**config.mk**
```make
export PLATFORM = sky130hd
export DESIGN_NAME = booth_mult_seq_flat
export DESIGN_NICKNAME = d
export VERILOG_FILES = /design/src/rtl/booth_mult_seq_if.sv /design/src/rtl/booth_mult_seq.sv /design/src/flat_wrapper.sv
export SDC_FILE = /design/constraint.sdc
export NUM_CORES = 1
export LEC_CHECK = 0
export CAP_MARGIN = 40
export CELL_PAD_IN_SITES_DETAIL_PLACEMENT = 1
export CELL_PAD_IN_SITES_GLOBAL_PLACEMENT = 1
export CORE_MARGIN = 8
export CORE_UTILIZATION = 44
export CTS_BUF_LIST = sky130_fd_sc_hd__clkbuf_8
export CTS_CLUSTER_SIZE = 10
export DETAILED_ROUTE_END_ITERATION = 8
export HOLD_SLACK_MARGIN = 0.08
export MAX_ROUTING_LAYER = met4
export PLACE_DENSITY = 0.84
export SYNTH_ARGS = -nofsm -noshare
export SYNTH_HDL_FRONTEND = slang
export SYNTH_SLANG_ARGS = --single-unit
```
**constraint.sdc**
```tcl
create_clock -name i_clk -period 3.49 [get_ports i_clk]
set_clock_uncertainty 0.05 [all_clocks]
set_input_delay 0.5235 -clock i_clk [delete_from_list [all_inputs] [get_ports i_clk]]
set_output_delay 0.5235 -clock i_clk [all_outputs]
set_load 0.02 [all_outputs]
```
**src/rtl/booth_mult_seq_if.sv**
```systemverilog
// Handshake/operand bundle for booth_mult_seq.
// master: the requester driving operands and start; slave: the multiplier.
interface booth_mult_seq_if #(
    parameter int WIDTH = 8
);
    logic                   start;
    logic                   is_signed;
    logic [WIDTH-1:0]       multiplicand;
    logic [WIDTH-1:0]       multiplier;
    logic                   busy;
    logic                   done;
    logic [2*WIDTH-1:0]     p;

    modport master (
        output start, is_signed, multiplicand, multiplier,
        input  busy, done, p
    );

    modport slave (
        input  start, is_signed, multiplicand, multiplier,
        output busy, done, p
    );
endinterface

```
**src/rtl/booth_mult_seq.sv**
```systemverilog
// Sequential Booth multiplier, WIDTH-bit operands, signed or unsigned per request.
// Operands are extended to E = WIDTH+2 bits so one Booth datapath covers both
// modes; the product is the low 2*WIDTH bits of {A,Q} after ITER steps.
// Build option: define BOOTH_RADIX4_EN for radix-4 recoding (ITER = E/2),
// otherwise radix-2 (ITER = E). Ports and results are the same in both builds.
//
// state   | meaning
// IDLE    | waiting for start; product register holds the last result
// RUN     | one Booth step per cycle, busy=1
// DONE    | one-cycle done pulse; a start here is accepted back-to-back
module booth_mult_seq #(
    parameter int WIDTH = 8
) (
    input  logic              i_clk,
    input  logic              i_rst_n,
    booth_mult_seq_if.slave   bus
);
    localparam int E    = WIDTH + 2;
`ifdef BOOTH_RADIX4_EN
    localparam int ITER = E / 2;
`else
    localparam int ITER = E;
`endif
    localparam int CW   = $clog2(ITER);

    typedef enum logic [1:0] {ST_IDLE, ST_RUN, ST_DONE} state_t;

    state_t             r_state;
    state_t             w_state_nxt;
    logic [E-1:0]       r_a;
    logic [E-1:0]       r_q;
    logic               r_q1;
    logic [E-1:0]       r_m;
    logic [CW-1:0]      r_cnt;
    logic [2*WIDTH-1:0] r_p;

    logic               w_load;
    logic               w_last;
    logic               w_busy;
    logic               w_done;
    logic [E-1:0]       w_m_ext;
    logic [E-1:0]       w_q_ext;
    logic [E-1:0]       w_a_nxt;
    logic [E-1:0]       w_q_nxt;
    logic               w_q1_nxt;

    // Sign- or zero-extend the incoming operands to the internal width.
    always_comb begin
        w_m_ext = {{2{bus.is_signed & bus.multiplicand[WIDTH-1]}}, bus.multiplicand};
        w_q_ext = {{2{bus.is_signed & bus.multiplier[WIDTH-1]}}, bus.multiplier};
    end

`ifdef BOOTH_RADIX4_EN
    logic [E:0] w_m1;
    logic [E:0] w_m2;
    logic [E:0] w_add;
    logic [E:0] w_sum;

    // Radix-4 step: add 0/+-M/+-2M in E+1 bits, then shift {A,Q,Q_1} right by 2.
    always_comb begin
        w_m1 = {r_m[E-1], r_m};
        w_m2 = {r_m, 1'b0};
        case ({r_q[1:0], r_q1})
            3'b001, 3'b010: w_add = w_m1;
            3'b011:         w_add = w_m2;
            3'b100:         w_add = -w_m2;
            3'b101, 3'b110: w_add = -w_m1;
            default:        w_add = '0;
        endcase
        w_sum    = {r_a[E-1], r_a} + w_add;
        w_a_nxt  = {w_sum[E], w_sum[E:2]};
        w_q_nxt  = {w_sum[1:0], r_q[E-1:2]};
        w_q1_nxt = r_q[1];
    end
`else
    logic [E-1:0] w_add;
    logic [E-1:0] w_sum;

    // Radix-2 step: add 0/+-M, then shift {A,Q,Q_1} right by 1.
    always_comb begin
        case ({r_q[0], r_q1})
            2'b01:   w_add = r_m;
            2'b10:   w_add = -r_m;
            default: w_add = '0;
        endcase
        w_sum    = r_a + w_add;
        w_a_nxt  = {w_sum[E-1], w_sum[E-1:1]};
        w_q_nxt  = {w_sum[0], r_q[E-1:1]};
        w_q1_nxt = r_q[0];
    end
`endif

    // State register.
    always_ff @(posedge i_clk or negedge i_rst_n) begin
        if (!i_rst_n) r_state <= ST_IDLE;
        else          r_state <= w_state_nxt;
    end

    // Next-state decode and handshake outputs.
    always_comb begin
        w_state_nxt = r_state;
        w_load      = 1'b0;
        w_last      = 1'b0;
        w_busy      = 1'b0;
        w_done      = 1'b0;
        case (r_state)
            ST_IDLE: begin
                if (bus.start) begin
                    w_load      = 1'b1;
                    w_state_nxt = ST_RUN;
                end
            end
            ST_RUN: begin
                w_busy = 1'b1;
                if (r_cnt == CW'(ITER - 1)) begin
                    w_last      = 1'b1;
                    w_state_nxt = ST_DONE;
                end
            end
            ST_DONE: begin
                w_done = 1'b1;
                if (bus.start) begin
                    w_load      = 1'b1;
                    w_state_nxt = ST_RUN;
                end else begin
                    w_state_nxt = ST_IDLE;
                end
            end
            default: w_state_nxt = ST_IDLE;
        endcase
    end

    // Datapath: load on accept, step while running, latch product on the last step.
    always_ff @(posedge i_clk or negedge i_rst_n) begin
        if (!i_rst_n) begin
            r_a   <= '0;
            r_q   <= '0;
            r_q1  <= 1'b0;
            r_m   <= '0;
            r_cnt <= '0;
            r_p   <= '0;
        end else if (w_load) begin
            r_a   <= '0;
            r_q   <= w_q_ext;
            r_q1  <= 1'b0;
            r_m   <= w_m_ext;
            r_cnt <= '0;
        end else if (r_state == ST_RUN) begin
            r_a   <= w_a_nxt;
            r_q   <= w_q_nxt;
            r_q1  <= w_q1_nxt;
            r_cnt <= r_cnt + 1'b1;
            if (w_last) r_p <= (2*WIDTH)'({w_a_nxt, w_q_nxt});
        end
    end

    assign bus.busy = w_busy;
    assign bus.done = w_done;
    assign bus.p    = r_p;
endmodule

```
**src/flat_wrapper.sv**
```systemverilog
// flat-port wrapper written by rule: the top's interface ports become plain ports
module booth_mult_seq_flat 
#(
    parameter int WIDTH = 8
)
  (i_clk, i_rst_n, bus_start, bus_is_signed, bus_multiplicand, bus_multiplier, bus_busy, bus_done, bus_p);
  booth_mult_seq_if #(.WIDTH(WIDTH)) bus_i ();
  input  logic i_clk;
  input  logic i_rst_n;
  input wire logic [$bits(bus_i.start)-1:0] bus_start;
  input wire logic [$bits(bus_i.is_signed)-1:0] bus_is_signed;
  input wire logic [$bits(bus_i.multiplicand)-1:0] bus_multiplicand;
  input wire logic [$bits(bus_i.multiplier)-1:0] bus_multiplier;
  output wire logic [$bits(bus_i.busy)-1:0] bus_busy;
  output wire logic [$bits(bus_i.done)-1:0] bus_done;
  output wire logic [$bits(bus_i.p)-1:0] bus_p;
  assign bus_i.start = bus_start;
  assign bus_i.is_signed = bus_is_signed;
  assign bus_i.multiplicand = bus_multiplicand;
  assign bus_i.multiplier = bus_multiplier;
  assign bus_busy = bus_i.busy;
  assign bus_done = bus_i.done;
  assign bus_p = bus_i.p;
  booth_mult_seq #(.WIDTH(WIDTH)) u_core (.i_clk(i_clk), .i_rst_n(i_rst_n), .bus(bus_i));
endmodule
```
Word level (Yosys, flattened, before mapping)
Cells that the tools add are included.
{"block": "word_totals", "reg_bits": 52, "latch_bits": 0, "ram_bits": 0, "rom_bits": 0, "input_bits": 20, "output_inout_bits": 18, "elab_cells": 44, "mem_count": 0}
{"block": "op_classes", "addsub": 3, "mul": 0, "div": 0, "magnitude_cmp": 0, "eq_ne": 7, "shifts": 0, "mux": 19, "bitwise_logic": 3, "n_reduce_logical": 5}
{"operator": "$mux W10", "count": 4}
{"operator": "$pmux W10 S2", "count": 1}
{"operator": "$add A10 B10 Y10", "count": 1}
{"operator": "$neg A10 Y10", "count": 1}
{"operator": "$mux W1", "count": 9}
{"operator": "$mux W4", "count": 2}
{"operator": "$pmux W2 S3", "count": 1}
{"operator": "$add A4 B1 Y4 const B", "count": 1}
{"operator": "$eq A2 B1 Y1 const B", "count": 2}
{"operator": "$eq A2 B2 Y1 const B", "count": 2}
{"operator": "$eq A4 B4 Y1 const B", "count": 1}
{"operator": "$mux W2", "count": 2}
{"operator": "$reduce_and A3 Y1", "count": 1}
{"operator": "$and A1 B1 Y1", "count": 2}
{"operator": "$logic_not A2 Y1", "count": 1}
{"operator": "$ne A2 B1 Y1 const B", "count": 1}
{"operator": "$ne A2 B2 Y1 const B", "count": 1}
{"operator": "$reduce_and A2 Y1", "count": 1}
{"operator": "$reduce_bool A2 Y1", "count": 1}
{"operator": "$reduce_or A2 Y1", "count": 1}
{"operator": "$not A1 Y1", "count": 1}

Logic depth before layout (Yosys ltp)
{"block": "logic_depth", "ltp_word": 5, "depth_mapped": 13, "mapped_depth_nobuf": 13}

Worst setup path before layout
OpenSTA, ideal clock, no wires.
{"block": "synth_timing", "path_type": "register -> register", "startpoint": "reg u_core.r_m[2]", "endpoint": "reg u_core.r_a[8]", "setup_time_ns": 0.121, "arrival_ns": 2.696, "required_time_ns": 3.319, "slack_ns": 0.623, "stages_incl_launch_ff": 11, "n_path_buf": 0, "synth_period_minus_slack_ns": 2.867, "path_cell_list": "dfrtp_1 -> or3_1 -> or2_2 -> a32oi_1 -> nor2_1 -> ha_1 -> a21o_1 -> a21oi_1 -> nand4b_1 -> a211o_2 -> a22o_1"}
{"block": "synth_via", "elab_chain_cells": 5}
{"element": "start, declared", "line": "booth_mult_seq.sv:33", "text": "logic [E-1:0] r_m;"}
{"element": "start signal, assigned", "line": "booth_mult_seq.sv:146", "text": "r_m <= w_m_ext;"}
{"element": "$neg A10 Y10", "line": "booth_mult_seq.sv:83", "text": "2'b10: w_add = -r_m;"}
{"element": "$pmux W10 S2 *", "line": "booth_mult_seq.sv:81", "text": "case ({r_q[0], r_q1})"}
{"element": "$add A10 B10 Y10 *", "line": "booth_mult_seq.sv:86", "text": "w_sum = r_a + w_add;"}
{"element": "$mux W10 *", "line": "booth_mult_seq.sv:148", "text": "end else if (r_state == ST_RUN) begin"}
{"element": "$mux W10 *", "line": "booth_mult_seq.sv:142", "text": "end else if (w_load) begin"}
{"element": "end signal, assigned", "line": "booth_mult_seq.sv:149", "text": "r_a <= w_a_nxt;"}
{"element": "end, declared", "line": "booth_mult_seq.sv:30", "text": "logic [E-1:0] r_a;"}
Mark *: on every way between the ends. The rest lies on a longest branch, timed or not. The select of a mux whose other input is x is not followed.
A chain may end at the register's enable or synchronous reset.

Final worst setup path
Ends and elaborated chain as after synthesis.

==> qor.yml <==
ctsHtreeMaxLevel: 2
crit_type: "flop to flop"
final-hold-violation-count: 0
postCtsHoldBufs: 0
synth.largest_area_cell: "dfrtp_1"
arrival_ns: 3.32
ant_nets: 0
yosys.area_share.simple_pct: 19.3
yosys-mux-area-fraction_pct: 6.51
syn_area_per_cell_um2: 9.74
slowest_stage: "or3_1"
fin_ws_ns: 0.333
synth_adder_area_share_pct: 7.10
yosys.area_share.xor_xnor_pct: 2.87
rsz0062_at_grt: "no"
netlist_area_um2: 2750
grt_use_total_pct: 18.0
p_leak_nw: 1.47
root_buffer: "clkbuf_8"
fin_util_pct: 55.6
nets: 354
finalCritPeriodShare_pct: 90.5
cts_tree: "done"
end_kind: "flop"
regArea_um2: 1280
cts-buffers-inserted: 5
critical_path_buf_inv_count: 0
async_flop_share_pct: 100
synth_area_leaders: "dfrtp_1 46%, nand2_1 7.1%, ha_1 6.4%, mux2_2 6.1%, nor2_1 2.6%"
synth.top_cell.area_share_pct: 46.4
num_antenna_cells: 0
dieHeight_um: 95.0
coreArea_um2: 5990
synth-seq-area-share_pct: 46.4
holdWs_ns: 0.184
port_buffers: 37
cts.path.max_buffers: 2
cpLargestDelayFamily: "compound AO/OA/AOI/OAI gates"
yosysWarnings: 0
fin_crit_ns: 3.16
start_kind: "flop"
fillers: 665
synth_compound_area_share_pct: 14.4
outcome: "completed"
place.gp.congestion: 0.876
grt_pass1_vias: 2473
r2r_cells: 10
cts_resized: 0
synth_top_family_by_area: "simple AND/OR/NAND/NOR gates"
p_per_area_nw_per_um2: 1060
placed_cell_area_um2: 3210
critPathMaxFanout: 6
dr.pass1.iters: 4
dp_slack_ns: 0.373
initial_core_util_pct: 45.9
ir_worst_vdd_mv: 0.490
post_cts_buffers: 0
dp_cells: 387
area_delta_synth_final_pct: 21.3
ys.flop_type: "dfrtp_1"
instances_no_fill: 395
cp.depth: 10
syn_nets: 317
dieArea_um2: 9030
hold_class: "input pin to asynchronous set/reset pin"
clkLatencyLatePin_ns: 0.31
cts.sinks: 51
design_area_um2: 3330
clk_pin_slew_ns: 0.10
worst_slew_pin_slew_ns: 0.660
cp_cell_sequence: "or3_1 > or2_2 > a32oi_1 > nor2_1 > ha_1 > a21o_1 > a21oi_1 > nand4b_1 > a211o_2 > a22o_1"
postSynthCellCount: 282
grt_overflow: 0
wl_per_cell_um: 18.7
hpwl_um: 5540
max_freq_mhz: 317
tns_ns: 0
ioPinCount: 38
wirelength_um: 7400
final_layout_size_suffix_gt1_share_pct: 11.9
antenna_found_initial: 0
drv_cap: 0
cp.required_ns: 3.65
setup-violations-final: 0
first_iter_violations: 91
synth_cell_type_count: 46
drv_slew: 0
grt_pass1_wl_um: 12300
p_total_mw: 3.55
grt_max_degree: 31
avgViaCountPerCell: 5.65
multi_input_area_um2: 1380
vias: 2233
slew-limit-headroom_pct: 56.0
rows: 28
dieWidth_um: 95.0
synth-seq-cells: 51
drc: 0
synth_edf_count: 0
slowest_delay_ns: 0.45
## synthesized netlist by cell type (all sizes together) (4+ instances only)
library cell / number
nand2: 52
ha: 14
dfrtp: 51
o21ai: 13
nor2: 19
inv: 10
nor3: 5
mux2: 15
a21oi: 8
nand2b: 4
xnor2: 8
a31oi: 9
nand3: 5
clkbuf: 12
a22o: 6
nor2b: 4
## final timing paths
path | startpoint | endpoint | slack (ns)
min reg2reg | u_core.bus.p[11]$_DFFE_PN0P_ | u_core.bus.p[11]$_DFFE_PN0P_ | 0.47
max in group asynchronous | i_rst_n | u_core.bus.p[14]$_DFFE_PN0P_ | 2.44
min in group i_clk | u_core.bus.p[11]$_DFFE_PN0P_ | u_core.bus.p[11]$_DFFE_PN0P_ | 0.47
max | u_core.r_m[2]$_DFFE_PN0P_ | u_core.r_a[8]$_DFFE_PN0P_ | 0.33
min | i_rst_n | u_core.r_q[1]$_DFFE_PN0P_ | 0.18
max reg2reg | u_core.r_m[2]$_DFFE_PN0P_ | u_core.r_a[8]$_DFFE_PN0P_ | 0.33
## flip-flops by register name, summed over array words and instances, names as in the netlist
register,cells
u_core.r_m,9
u_core.bus.p,16
u_core.r_q,10
u_core.r_q1,1
u_core.r_state,2
u_core.r_cnt,4
u_core.r_a,9
## placed cells by master (no fill, tap or decap), drive strengths merged, types with 4 or more instances in the layout
master / instances
nor2b: 4
a22o: 6
clkbuf: 6
a21oi: 8
ha: 14
clkdlybuf4s50: 36
nand2: 52
o21ai: 13
nor2: 19
nand3: 5
xnor2: 8
nand2b: 4
inv: 11
buf: 8
nor3: 5
dfrtp: 51
mux2: 15
a31oi: 9
## logic make-up (layout without fill, tap and decap cells)
kind of cell | after synthesis | after routing
simple gates | 109 | 109
compound gates | 58 | 58
flops | 51 | 51
buf+inv | 24 | 62
mux | 16 | 16
fa+ha+maj | 15 | 15
xor+xnor | 9 | 9
## per-layer routing
metal / up-vias / global-route usage, % / wire, um
li1: 1063 / - / -
met1: 1136 / 20.8 / 3320
met2: 27 / 31.8 / 3860
met3: 7 / 3.07 / 149
met4: 0 / 4.29 / 72
met5: - / - / 0
## final cells by class
| cell class | count | share of cell area [%] |
|---|---|---|
| tap | 75 | 2.82 |
| sequential | 51 | 38.3 |
| clock inverter | 2 | 1.16 |
| timing repair buffer | 44 | 12.8 |
| inverter | 10 | 1.13 |
| multi-input combinational | 207 | 41.4 |
| clock buffer | 6 | 2.48 |
## power by group
part | switching (mW) | internal, mW
sequential | 0.255 | 0.888
combinational | 1.05 | 0.906
clock | 0.210 | 0.236
Note: power is estimated with default switching activity, not from simulation.
